$ cat src/rtl/irq_encoder_pkg.sv
// -----------------------------------------------------------------------------
// irq_encoder_pkg
// Shared definitions for the ezRISC interrupt request encoder:
//   - default source count and code width (N_SRC must equal 2**CODE_W)
//   - presentation FSM state encoding (also exported on the debug port)
// -----------------------------------------------------------------------------
package irq_encoder_pkg;

    localparam int N_SRC_DEF  = 16;
    localparam int CODE_W_DEF = 4;

    typedef enum logic [1:0] {
        IDLE    = 2'd0,  // nothing presented, waiting for an enabled pending source
        PRESENT = 2'd1,  // irq_code offered to the CPU, waiting for irq_ack
        SERVICE = 2'd2   // CPU servicing, waiting for eoi
    } state_t;

endpackage

$ cat src/rtl/irq_encoder_pri_enc.sv
// -----------------------------------------------------------------------------
// pri_enc_16to4
// Combinational lowest-set-bit priority encoder.
// Ports:
//   i_vec  [15:0]  request vector (already masked by the caller)
//   o_idx  [3:0]   index of the lowest set bit (0 when i_vec is zero)
//   o_any          1 when any bit of i_vec is set
// -----------------------------------------------------------------------------
module pri_enc_16to4 (
    input  logic [15:0] i_vec,
    output logic [3:0]  o_idx,
    output logic        o_any
);

    always_comb begin
        o_idx = 4'd0;
        o_any = |i_vec;
        // Scan from the top down so the last hit is the lowest index.
        for (int i = 15; i >= 0; i--) begin
            if (i_vec[i]) begin
                o_idx = 4'(i);
            end
        end
    end

endmodule

$ cat src/rtl/irq_encoder.sv
// -----------------------------------------------------------------------------
// irq_encoder
// Collapses N_SRC request lines into a CODE_W-bit source code for the ezRISC
// control unit. Requests are latched into a pending register (edge or level
// triggered), filtered by a mask, and the lowest enabled index is presented.
//
// Handshake: irq_valid/irq_code are held stable while presented; the CPU takes
// the code by pulsing irq_ack (clears that pending bit, in_service rises).
// in_service stays high until a one-cycle eoi. A presentation is withdrawn
// (pending kept) if its mask bit drops before the ack; ack wins a tie.
//
// Ports:
//   clock, resetn        clock (rising edge), async active-low reset
//   req        [N_SRC]   raw request lines
//   mask_we, mask_wdata  mask register write (1 = source enabled)
//   irq_ack, eoi         CPU accept / end-of-interrupt pulses
//   irq_valid, irq_code  registered presentation to the CPU
//   in_service           acknowledged interrupt being serviced
//   pending, mask        register read-back
//   dbg_state  [2]       current FSM state (state_t encoding)
// -----------------------------------------------------------------------------
module irq_encoder
    import irq_encoder_pkg::*;
#(
    parameter int N_SRC  = N_SRC_DEF,
    parameter int CODE_W = CODE_W_DEF,
    parameter bit EDGE   = 1'b1
) (
    input  logic              clock,
    input  logic              resetn,
    input  logic [N_SRC-1:0]  req,
    input  logic              mask_we,
    input  logic [N_SRC-1:0]  mask_wdata,
    input  logic              irq_ack,
    input  logic              eoi,
    output logic              irq_valid,
    output logic [CODE_W-1:0] irq_code,
    output logic              in_service,
    output logic [N_SRC-1:0]  pending,
    output logic [N_SRC-1:0]  mask,
    output logic [1:0]        dbg_state
);

    state_t              r_state;
    logic [N_SRC-1:0]    r_req_q;
    logic [N_SRC-1:0]    r_pending;
    logic [N_SRC-1:0]    r_mask;
    logic                r_valid;
    logic [CODE_W-1:0]   r_code;
    logic                r_in_service;

    logic [N_SRC-1:0]    w_set;
    logic [N_SRC-1:0]    w_clr;
    logic [N_SRC-1:0]    w_mask_next;
    logic [N_SRC-1:0]    w_enabled;
    logic [CODE_W-1:0]   w_sel_idx;
    logic                w_sel_any;
    logic                w_ack_take;

    // A request already high when reset releases counts as an edge because
    // r_req_q comes out of reset at zero.
    assign w_set       = EDGE ? (req & ~r_req_q) : req;
    assign w_ack_take  = (r_state == PRESENT) && irq_ack;
    assign w_mask_next = mask_we ? mask_wdata : r_mask;
    assign w_enabled   = r_pending & r_mask;

    always_comb begin
        w_clr = '0;
        if (w_ack_take) begin
            w_clr[r_code] = 1'b1;
        end
    end

    pri_enc_16to4 u_pri_enc (
        .i_vec (w_enabled),
        .o_idx (w_sel_idx),
        .o_any (w_sel_any)
    );

    // Pending, mask and request history. Set is OR-ed after the clear so a
    // same-cycle set wins.
    always_ff @(posedge clock or negedge resetn) begin
        if (!resetn) begin
            r_req_q   <= '0;
            r_pending <= '0;
            r_mask    <= '0;
        end else begin
            r_req_q   <= req;
            r_pending <= (r_pending & ~w_clr) | w_set;
            r_mask    <= w_mask_next;
        end
    end

    // Presentation FSM with registered outputs.
    always_ff @(posedge clock or negedge resetn) begin
        if (!resetn) begin
            r_state      <= IDLE;
            r_valid      <= 1'b0;
            r_code       <= '0;
            r_in_service <= 1'b0;
        end else begin
            case (r_state)
                IDLE: begin
                    if (w_sel_any) begin
                        r_code  <= w_sel_idx;
                        r_valid <= 1'b1;
                        r_state <= PRESENT;
                    end
                end
                PRESENT: begin
                    if (irq_ack) begin
                        r_valid      <= 1'b0;
                        r_in_service <= 1'b1;
                        r_state      <= SERVICE;
                    end else if (!w_mask_next[r_code]) begin
                        // Source withdrawn by the mask (including a write
                        // landing this cycle); its pending bit is kept.
                        r_valid <= 1'b0;
                        r_state <= IDLE;
                    end
                end
                SERVICE: begin
                    if (eoi) begin
                        r_in_service <= 1'b0;
                        r_state      <= IDLE;
                    end
                end
                default: begin
                    r_valid      <= 1'b0;
                    r_in_service <= 1'b0;
                    r_state      <= IDLE;
                end
            endcase
        end
    end

    assign irq_valid  = r_valid;
    assign irq_code   = r_code;
    assign in_service = r_in_service;
    assign pending    = r_pending;
    assign mask       = r_mask;
    assign dbg_state  = r_state;

endmodule

$ cat config.mk
export PLATFORM = sky130hd
export DESIGN_NAME = irq_encoder
export DESIGN_NICKNAME = d
export VERILOG_FILES = /design/src/rtl/irq_encoder_pkg.sv /design/src/rtl/irq_encoder_pri_enc.sv /design/src/rtl/irq_encoder.sv
export SDC_FILE = /design/constraint.sdc
export NUM_CORES = 1
export LEC_CHECK = 0
export CAP_MARGIN = 20
export CORE_UTILIZATION = 51
export CTS_BUF_LIST = sky130_fd_sc_hd__clkbuf_4 sky130_fd_sc_hd__clkbuf_8
export CTS_CLUSTER_DIAMETER = 120
export CTS_CLUSTER_SIZE = 20
export DETAILED_ROUTE_END_ITERATION = 8
export PLACE_DENSITY = 0.89
export SLEW_MARGIN = 10
export SYNTH_ARGS = -nofsm -noshare
export SYNTH_HDL_FRONTEND = slang
export SYNTH_SLANG_ARGS = --single-unit
$ cat constraint.sdc
create_clock -name clock -period 4.9 [get_ports clock]
set_input_delay 0.735 -clock clock [delete_from_list [all_inputs] [get_ports clock]]
set_output_delay 0.735 -clock clock [all_outputs]
set_load 0.02 [all_outputs]
Word-level counts from Yosys, hierarchy flattened --
Index checks and enable logic that the tools add are counted.
Storage, ports and cells: logic and storage cells 65, bits in registers 56
Cells by class: equal/unequal tests 6, bitwise logic cells 8, multiplexer cells 34, $lt $le $gt $ge 2, reductions and logical operators 8
Operators with widths (count):
- $mux 4 | 16
- $and 16x16->16 | 3
- $mux 16 | 2
- $not 16->16 | 2
- $or 16x16->16 | 1
- $reduce_or 16->1 | 1
- $reduce_and 3->1 | 3
- $mux 2 | 4
- $mux 1 | 7
- $pmux 1 s3 | 2
- $pmux 2 s3 | 1
- $lt 4x5->1 const B | 1
- $bmux 1 s4 | 1
- $demux 1 s4 | 1
- $ge 4x1->1 const B | 1
- $ne 2x2->1 const B | 2
- $ne 3x3->1 const B | 1
- $eq 2x1->1 const B | 1
- $eq 2x2->1 const B | 1
- $logic_and 1x1->1 | 2
- $logic_not 2->1 | 1
- $ne 2x1->1 const B | 1
- $not 1->1 | 2
- $reduce_and 2->1 | 1

Longest topological paths before layout --
Gate-level depths: netlist of the first run.
depth after elaboration 17, depth in mapped cells 8

Modules after synthesis --
A second synthesis of the first run with hierarchy kept.
Second synthesis, totals: cell total of the unflattened synthesis 218, area total of the unflattened synthesis 2457.4 µm²
Modules (own cells, without submodules):
- irq_encoder | instances 1, cells each 184, sequential area each 1401.3 µm², area each 2280.9 µm²
- pri_enc_16to4 | instances 1, cells each 34, sequential area each 0.0 µm², area each 176.4 µm²

Worst setup path after synthesis of the first run --
No wires, ideal clock.
path type input to register, start input mask_we, end register r_valid, in the netlist irq_valid, required time 4.760 ns, stages 8, setup slack 2.889 ns, arrival 1.872 ns, setup time 0.140 ns, path buffers 2, path through buf_6 buf_8 mux2_4 a22oi_2 nand4_1 and2_0 a31oi_1 o21ai_1
Between the ends: word-level cells in the longest chain between the ends 5
Ends and longest elaborated chain:
- from (decl) | RTL line irq_encoder.sv:32 | input logic mask_we,
- $mux 16 | RTL line irq_encoder.sv:64 | assign w_mask_next = mask_we ? mask_wdata : r_mask;
- net w_mask_next[4] | RTL line irq_encoder.sv:54 | logic [N_SRC-1:0] w_mask_next;
- $bmux 1 s4 | RTL line irq_encoder.sv:115 | end else if (!w_mask_next[r_code]) begin
- $mux 1 (implied by the code) | RTL line irq_encoder.sv:115
- $ne 3x3->1 (no source line)
- $reduce_and 3->1 (no source line)
- to (signal assigned) | RTL line irq_encoder.sv:112 | r_valid <= 1'b0;
- to (signal assigned) | RTL line irq_encoder.sv:118 | r_valid <= 1'b0;
- to (signal assigned) | RTL line irq_encoder.sv:129 | r_valid <= 1'b0;
- to (decl) | RTL line irq_encoder.sv:48 | logic r_valid;
The timed path passes the listed nets, and every way through them passes these cells. The select of a mux whose other input is x is not followed. A chain may end at the register's enable or synchronous reset.

Final worst setup path of the first run --
Ends and elaborated chain as after synthesis.

==> impl_metrics.tcl, run 1 <==
set metrics [dict create \
    outcome "finished, final reports clean" \
    ant_nets 0 \
    finClkSkew_ps 5.00 \
    cts_buffers 5 \
    rsz0062_at_grt "no" \
    clk_pin_slew_ps 90 \
    cp.arrival_ps 2930 \
    cts_buffer_depth 2 \
    antenna_found_initial 0 \
    n_antenna_cell 0 \
    dp_hpwl_um 4550 \
    ctsHoldBuffers 0 \
    ys_seq_elements 56 \
    ir_worst_vdd_uv 267 \
    cts.sinks 56 \
    drtPass1Iterations 4 \
    ys_seq_area_share_pct 59.5 \
    power.total_mw 1.42 \
    cts_resized 0 \
    power.leakage_nw 1.39 \
    synth_cell_types 33 \
    hp-class "reg -> reg" \
    critical_path_peak_fanout 16 \
    max_freq_ghz 0.364 \
    synth_area_um2 2360 \
    synth-edff-count 0 \
    crit_path_max_incr_delay_ps 990 \
    vias_per_cell 5.73 \
    slew_violations 0 \
    maxCapViolations 0 \
    fp-row-count 24 \
    synth_nets 248 \
    via_count 1982 \
    ys.flop_type "dfrtp_1" \
    final.setup.tns_ps 0 \
    die_h_um 70.0 \
    cp-end-kind "flop" \
    worstMarginPinSlew_ps 794 \
    cts_root_buf "clkbuf_8" \
    final_net_count 330 \
    finalSetupViolCount 0 \
    grt_pass1_wl_um 10300 \
    start_kind "input pin" \
    io_pins 77 \
    syn_to_final_growth_pct 38.0 \
    grt_pass1_vias 2151 \
    crit_chain "clkdlybuf4s50_1 -> mux2_2 -> nor2b_1 -> a221oi_1 -> nand4_1 -> a31oi_1 -> o21ai_1" \
    path_class "in -> reg" \
    hold_viol 0 \
    critPathSlowestCell "clkdlybuf4s50_1" \
    grt_start_max_net_pins 57 \
    die_w_um 70.0 \
    start_util_pct 53.7 \
    gp_congestion 0.883 \
    p_per_area_nw_per_um2 438 \
    relSlewSlack_pct 46.9 \
    layout-drive-gt1-share_pct 10.2 \
    die_area_um2 4900 \
    core_um2 4380 \
    final_cells 346 \
    holdWs_ps 420 \
    critPathRequiredTime_ps 5080 \
    wl_per_cell_um 17.7 \
    yosysWarningCount 0 \
    grt_overflow 0 \
    port_buffers 76 \
    drt_drc_violations_left 0 \
    finalCriticalPeriod_ps 2750 \
    first_iter_violations 232 \
    dp_cells 338 \
    cts_tree "done" \
    clk_latency_ps 310 \
    synth_cells 211 \
    h-tree-depth 2 \
    fin_crit_sh_pct 56.1 \
    async_flop_share_pct 100 \
    postSynthAreaPerCell_um2 11.2 \
    wl_um 6140 \
    cts_setup_buffers 0 \
    grt.total_usage_pct 27.4 \
]
[worst max-delay path: cells and delay by family]
kind | cells | cell delay (ps)
AND/OR/NAND/NOR | 2 | 300
buffers and inverters | 1 | 990
AO/OA/AOI/OAI | 3 | 480
multiplexers | 1 | 420
[synthesized netlist by cell type (2+ instances only)]
library cell | number | area share (%)
nand2b_1 | 4 | 1.1
dfrtp_1 | 56 | 59
a32o_1 | 2 | 0.85
nand3_1 | 6 | 1.3
mux2i_1 | 3 | 1.3
a21oi_1 | 3 | 0.64
inv_1 | 22 | 3.5
a31oi_1 | 3 | 0.80
nand2_1 | 22 | 3.5
a221oi_1 | 2 | 0.74
mux2_4 | 2 | 1.3
mux2_2 | 14 | 6.7
nand4_1 | 3 | 0.80
nor2_1 | 7 | 1.1
o21ai_1 | 4 | 0.85
o21ai_0 | 34 | 7.2
a22oi_1 | 4 | 1.3
a222oi_1 | 2 | 0.85
nor2b_1 | 2 | 0.53
a22o_1 | 3 | 1.1
[routing by layer]
metal | share of wire (%) | wire, um | up-vias | GRT usage [%]
met5 | 0 | 0 | - | 0
met2 | 49 | 3010 | 81 | 44.6
met3 | 6.9 | 421 | 12 | 5.63
met4 | 1.9 | 119 | 0 | 9.56
li1 | - | - | 911 | -
met1 | 42 | 2590 | 978 | 36.7
[final timing paths]
kind                       cells after the start           to  slack [ps]        from
max                                            7    irq_valid        2150     mask_we
min                                            1   pending[2]         420  r_req_q[2]
max reg2reg                                    5  irq_code[1]        2940  pending[7]
min reg2reg                                    1   pending[2]         420  r_req_q[2]
max in group asynchronous                      2      mask[0]        3890      resetn
min in group asynchronous                      2   r_req_q[2]         540      resetn
[logic make-up (layout without fill, tap and decap cells)]
family                 Yosys count  after routing  share of synthesized area [%]
AOI/OAI and AO/OA               62             62                           16.6
muxes                           19             19                           9.24
DFF                             56             56                           59.5
buffers and inverters           24            107                           4.62
and+or+nand+nor                 50             50                           10.0
[power by group]
group          internal (mW)  switching (mW)
combinational          0.250           0.296
sequential             0.534          0.0875
clock                  0.113           0.143
[cells in the final DEF, fill, tap and decap left out, drive strengths merged]
cell type      count
dfrtp             56
a31oi              3
nor2               7
mux2i              3
a22o               3
nand2b             4
clkinv             2
a31o               1
clkbuf             6
inv               22
and3b              1
buf                2
and3               1
nand4              3
a32o               2
o21ai             38
o31ai              1
nand3              6
mux2              16
a21oi              3
and2               2
nor3b              1
nor2b              2
o211a              1
a22oi              5
a222oi             2
nand2             22
clkdlybuf4s50     75
or2                1
a311oi             1
a221oi             2
[flip-flops by register name, indices dropped and copies added (netlist names)]
name and count:
in_service 1, pending 16, irq_valid 1, mask 16, dbg_state 2, irq_code 4, r_req_q 16
[area by class of cell]
| type | count | area [um^2] |
|---|---|---|
| clock buffers | 6 | 82.6 |
| clock inverters | 2 | 10.0 |
| well taps | 52 | 65.1 |
| inverters | 22 | 82.6 |
| flip-flops and latches | 56 | 1400 |
| multi-input cells | 131 | 846 |
| fillers | 317 | 1130 |
| repair buffers | 77 | 763 |
[through the flow]
stage               util (%)  setup WS [ps]  area (um^2)
finish                  74.1           2150         3250
global route            74.1           2040         3250
CTS                     74.1           2160         3250
detailed placement      72.0           1870         3160
global placement        72.0           1910         3160
floorplan                  -           2890         2360
Note: power is estimated with default switching activity, not from simulation.
==> run 2, diff against run 1 <==
--- a/config.mk
+++ b/config.mk
@@ -6,12 +6,12 @@
 export NUM_CORES = 1
 export LEC_CHECK = 0
 export CAP_MARGIN = 20
-export CORE_UTILIZATION = 51
+export CORE_UTILIZATION = 47
 export CTS_BUF_LIST = sky130_fd_sc_hd__clkbuf_4 sky130_fd_sc_hd__clkbuf_8
 export CTS_CLUSTER_DIAMETER = 120
 export CTS_CLUSTER_SIZE = 20
 export DETAILED_ROUTE_END_ITERATION = 8
-export PLACE_DENSITY = 0.89
+export PLACE_DENSITY = 0.84
 export SLEW_MARGIN = 10
 export SYNTH_ARGS = -nofsm -noshare
 export SYNTH_HDL_FRONTEND = slang
==> constraint.sdc (replaced) <==
create_clock -name clock -period 2.6 [get_ports clock]
set_input_delay 0.39 -clock clock [delete_from_list [all_inputs] [get_ports clock]]
set_output_delay 0.39 -clock clock [all_outputs]
set_load 0.02 [all_outputs]
==> impl_metrics.tcl, run 2 (synthesis results as in run 1) <==
set metrics [dict create \
    wl_um 6200 \
    critPathRequiredTime_ps 2780 \
    cts_buffer_depth 2 \
    ir_worst_vdd_uv 446 \
    die_area_um2 5300 \
    cp-endpoint "irq_valid" \
    drtPass1Iterations 4 \
    crit_chain "clkdlybuf4s50_1 -> buf_12 -> mux2_2 -> nor2b_1 -> a221oi_1 -> nand4_1 -> a31oi_1 -> o21ai_1" \
    worstMarginPinSlew_ps 690 \
    grt_start_max_net_pins 57 \
    fin_area_um2 3330 \
    hold_viol 0 \
    antenna_found_initial 0 \
    finalCriticalPeriod_ps 2020 \
    syn_to_final_growth_pct 41.2 \
    crit_path_max_incr_delay_ps 510 \
    hp-class "in -> async" \
    max_freq_ghz 0.495 \
    grt_overflow 0 \
    p_per_area_nw_per_um2 844 \
    clk_pin_slew_ps 100 \
    r2r_cells 5 \
    gp_congestion 0.904 \
    clk_latency_ps 310 \
    cp-end-kind "flop" \
    mostFrequentLayoutCells "75 x clkdlybuf4s50_1, 56 x dfrtp_1, 34 x o21ai_0" \
    fp-row-count 25 \
    maxCapViolations 0 \
    utilization_pct 69.5 \
    vias_per_cell 5.53 \
    grt.total_usage_pct 25.7 \
    cts_resized 0 \
    reg2reg_to "irq_code[1]" \
    outcome "finished, final reports clean" \
    die_h_um 72.8 \
    critPathSlowestCell "clkdlybuf4s50_1" \
    cts_root_buf "clkbuf_8" \
    finClkSkew_ps 4.98 \
    final_net_count 332 \
    grt_pass1_wl_um 9990 \
    relSlewSlack_pct 54.0 \
    rr_startpoint "mask[7]" \
    path_class "in -> reg" \
    cts_buffers 5 \
    h-tree-depth 2 \
    io_pins 77 \
    wl_per_cell_um 17.1 \
    post-place-ws_ps 302 \
    grt_pass1_vias 2031 \
    postPlaceCellArea_um2 3200 \
    rsz0062_at_grt "no" \
    ant_nets 0 \
    ctsHoldBuffers 0 \
    power.leakage_nw 1.41 \
    r2r_slack_ps 660 \
    finalSetupViolCount 0 \
    fin_crit_sh_pct 77.7 \
    mostFrequentLayoutCell "clkdlybuf4s50_1" \
    via_count 2006 \
    holdWs_ps 198 \
    die_w_um 72.8 \
    n_antenna_cell 0 \
    cp.arrival_ps 2200 \
    cts.sinks 56 \
    port_buffers 76 \
    layout-drive-gt1-share_pct 10.8 \
    critical_path_peak_fanout 16 \
    drt_drc_violations_left 0 \
    cts_setup_buffers 0 \
    start_util_pct 49.2 \
    fin_ws_ps 579 \
    cts_tree "done" \
    first_iter_violations 239 \
    dp_hpwl_um 4510 \
    final.setup.tns_ps 0 \
    crit_path_start "mask_we" \
    start_kind "input pin" \
    slew_violations 0 \
    core_um2 4790 \
]
[run 2: cell count changes in the layout (fill, tap and decap cells not counted)]
cell and delta:
clkinv_2 -2, buf_4 +1, bufinv_16 +1, buf_12 +1, clkinv_4 +1
[run 2: final cells by class]
type,count,area [um^2]
Clock buffer,6,82.6
Clock inverter,2,38.8
Fill cell,378,1460
Inverter,22,82.6
Multi-Input combinational cell,131,846
Sequential cell,56,1400
Tap cell,67,83.8
Timing Repair Buffer,79,791
[run 2: per-layer routing]
metal  track usage (%)  vias to the layer above  share of wire [%]
li1                  -                      914                  -
met3              5.66                       11                7.9
met4              10.0                        0                1.9
met1              32.7                      981                 40
met5                 0                        -                  0
met2              42.9                      100                 50
[run 2: critical path: cells and delay by family]
family / cells / cell delay (ps)
mux: 1 / 360
simple gates: 2 / 290
buf+inv: 2 / 680
compound gates: 3 / 480
[run 2: how the worst min path moves through the flow]
stage,end,startpoint,slack (ps)
after floorplan,dbg_state[0],resetn,90
after global placement,pending[4],r_req_q[4],400
after detailed placement,pending[14],r_req_q[14],420
after CTS,mask[2],resetn,230
after global routing,pending[5],resetn,270
final,mask[8],resetn,200
[run 2: power breakdown]
group          leakage, nW  internal (mW)  total (mW)  switching (mW)
Combinational        0.738          0.480        1.04           0.561
Sequential           0.615           1.01        1.17           0.164
Clock               0.0614          0.315       0.596           0.281
[run 2: stage by stage]
step                cells  total power, mW
CTS                   363             2.81
global placement      355             2.19
finish                363             2.81
floorplan             211             1.71
detailed placement    355             2.22
global route          363             2.95
==> run 3, diff against run 2 <==
--- a/config.mk
+++ b/config.mk
@@ -6,12 +6,12 @@
 export NUM_CORES = 1
 export LEC_CHECK = 0
 export CAP_MARGIN = 20
-export CORE_UTILIZATION = 47
+export CORE_UTILIZATION = 43
 export CTS_BUF_LIST = sky130_fd_sc_hd__clkbuf_4 sky130_fd_sc_hd__clkbuf_8
 export CTS_CLUSTER_DIAMETER = 120
 export CTS_CLUSTER_SIZE = 20
 export DETAILED_ROUTE_END_ITERATION = 8
-export PLACE_DENSITY = 0.84
+export PLACE_DENSITY = 0.81
 export SLEW_MARGIN = 10
 export SYNTH_ARGS = -nofsm -noshare
 export SYNTH_HDL_FRONTEND = slang
==> constraint.sdc (replaced) <==
create_clock -name clock -period 1.8 [get_ports clock]
set_input_delay 0.27 -clock clock [delete_from_list [all_inputs] [get_ports clock]]
set_output_delay 0.27 -clock clock [all_outputs]
set_load 0.02 [all_outputs]
==> impl_metrics.tcl, run 3 (synthesis results as in run 1) <==
set metrics [dict create \
    grt_start_max_net_pins 30 \
    ir_worst_vdd_uv 802 \
    combPwrFrac_pct 40.1 \
    grt_overflow 0 \
    finClkSkew_ps 10.2 \
    critical_path_peak_fanout 3 \
    via_count 2111 \
    maxCapViolations 0 \
    drt_drc_violations_left 0 \
    first_iter_violations 222 \
    finalCriticalPeriod_ps 1780 \
    vias_per_cell 5.41 \
    die_w_um 76.0 \
    power.total_mw 4.20 \
    cts_tree "done" \
    switchingPower_mw 1.53 \
    n_antenna_cell 0 \
    layout-drive-gt1-share_pct 19.1 \
    antenna_found_initial 0 \
    p_int_mw 2.67 \
    outcome "finished, final reports clean" \
    clk_pin_slew_ps 100 \
    grt_pass1_wl_um 11000 \
    drtPass1Iterations 5 \
    cp.arrival_ps 1990 \
    fp-row-count 26 \
    fin_ws_ps 19.8 \
    cp-end-kind "flop" \
    dp_hpwl_um 5000 \
    die_h_um 76.0 \
    relSlewSlack_pct 71.3 \
    die_area_um2 5780 \
    switching_share_pct 36.3 \
    slew_violations 0 \
    h-tree-depth 2 \
    sequentialPowerShare_pct 40.0 \
    clkPwrFrac_pct 19.9 \
    clk_latency_ps 310 \
    mostFrequentLayoutCells "73 x clkdlybuf4s50_1, 55 x dfrtp_1, 34 x o21ai_0" \
    port_buffers 76 \
    grt_pass1_vias 2225 \
    hold_viol 0 \
    power.leakage_nw 1.55 \
    cts_root_buf "clkbuf_8" \
    hp-class "reg -> reg" \
    io_pins 77 \
    p_per_area_nw_per_um2 1190 \
    gp_congestion 0.875 \
    worstMarginPinSlew_ps 430 \
    post-place-ws_ps -421 \
    grt.total_usage_pct 24.8 \
    final.setup.tns_ps 0 \
    wl_um 6880 \
    start_util_pct 45.3 \
    rsz0062_at_grt "yes" \
    cts_buffer_depth 2 \
    wl_per_cell_um 17.6 \
    cts.sinks 56 \
    final_cells 390 \
    fillers 411 \
    final_net_count 356 \
    cts_buffers 5 \
    syn_to_final_growth_pct 50.3 \
    fin_crit_sh_pct 98.9 \
    core_um2 5200 \
    critPathRequiredTime_ps 2010 \
    mostFrequentLayoutCell "clkdlybuf4s50_1" \
    max_freq_ghz 0.562 \
    finalSetupViolCount 0 \
    ant_nets 0 \
    dp_cells 377 \
    start_kind "flop" \
    path_class "reg -> reg" \
]
[run 3: stage by stage]
step | instance area, um^2 | hold WS [ps] | utilization [%]
2_1_floorplan | 2360 | -25.6 | -
3_3_place_gp | 3350 | 291 | 64.4
3_5_place_dp | 3350 | 301 | 64.4
4_1_cts | 3520 | 419 | 67.6
5_1_grt | 3540 | 408 | 68.0
6_report | 3540 | 412 | 68.0
[run 3: path summary, 6_finish.rpt]
kind | startpoint | endpoint | slack (ps) | depth (start not counted)
worst max-delay path | mask[14] | irq_code[1] | 20 | 7
worst min-delay path | r_req_q[4] | pending[4] | 410 | 1
worst max register to register | mask[14] | irq_code[1] | 20 | 7
worst min register to register | r_req_q[4] | pending[4] | 410 | 1
max in group asynchronous | resetn | mask[0] | 1020 | 3
min in group asynchronous | resetn | r_req_q[5] | 500 | 3
[run 3: area by class of cell]
cell class | count | area [um^2] | area share [%]
sequential | 56 | 1400 | 39.6
clock buffer | 6 | 76.3 | 2.16
multi-input combinational | 131 | 870 | 24.6
tap | 70 | 87.6 | 2.47
inverter | 22 | 82.6 | 2.33
timing repair buffer | 103 | 987 | 27.9
clock inverter | 2 | 35.0 | 0.989
[run 3: power groups by stage]
| stage | Combinational (mW) | Sequential, mW | Clock (mW) |
|---|---|---|---|
| floorplan | 0.599 | 1.87 | 0 |
| global placement | 1.57 | 1.67 | 0 |
| detailed placement | 1.60 | 1.69 | 0 |
| CTS | 1.63 | 1.66 | 0.840 |
| global route | 1.78 | 1.72 | 0.898 |
| finish | 1.68 | 1.68 | 0.835 |
[run 3: per-layer routing]
metal	vias to the layer above	share of wire, %	track usage [%]
li1	965	-	-
met1	1017	41	32.6
met2	113	49	41.4
met3	16	7.8	3.95
met4	0	1.9	9.81
met5	-	0	0
[run 3: worst max-delay path, cell delays in order (launching register included)]
cell and delay [ps]:
dfrtp_1 390, buf_4 140, a22o_1 210, a31oi_1 230, o21ai_0 130, a31oi_1 250
nor2_1 70, mux2_2 260
[run 3: repair_timing]
| action | in CTS | in global routing |
|---|---|---|
| buffers inserted | 4 | 0 |
| setup endpoints to repair | 2 | 5 |
| hold buffers | 1 | 0 |
| pin swaps | 2 | 6 |
| resized for setup | 2 | 8 |
| hold endpoints to repair | 56 | 0 |
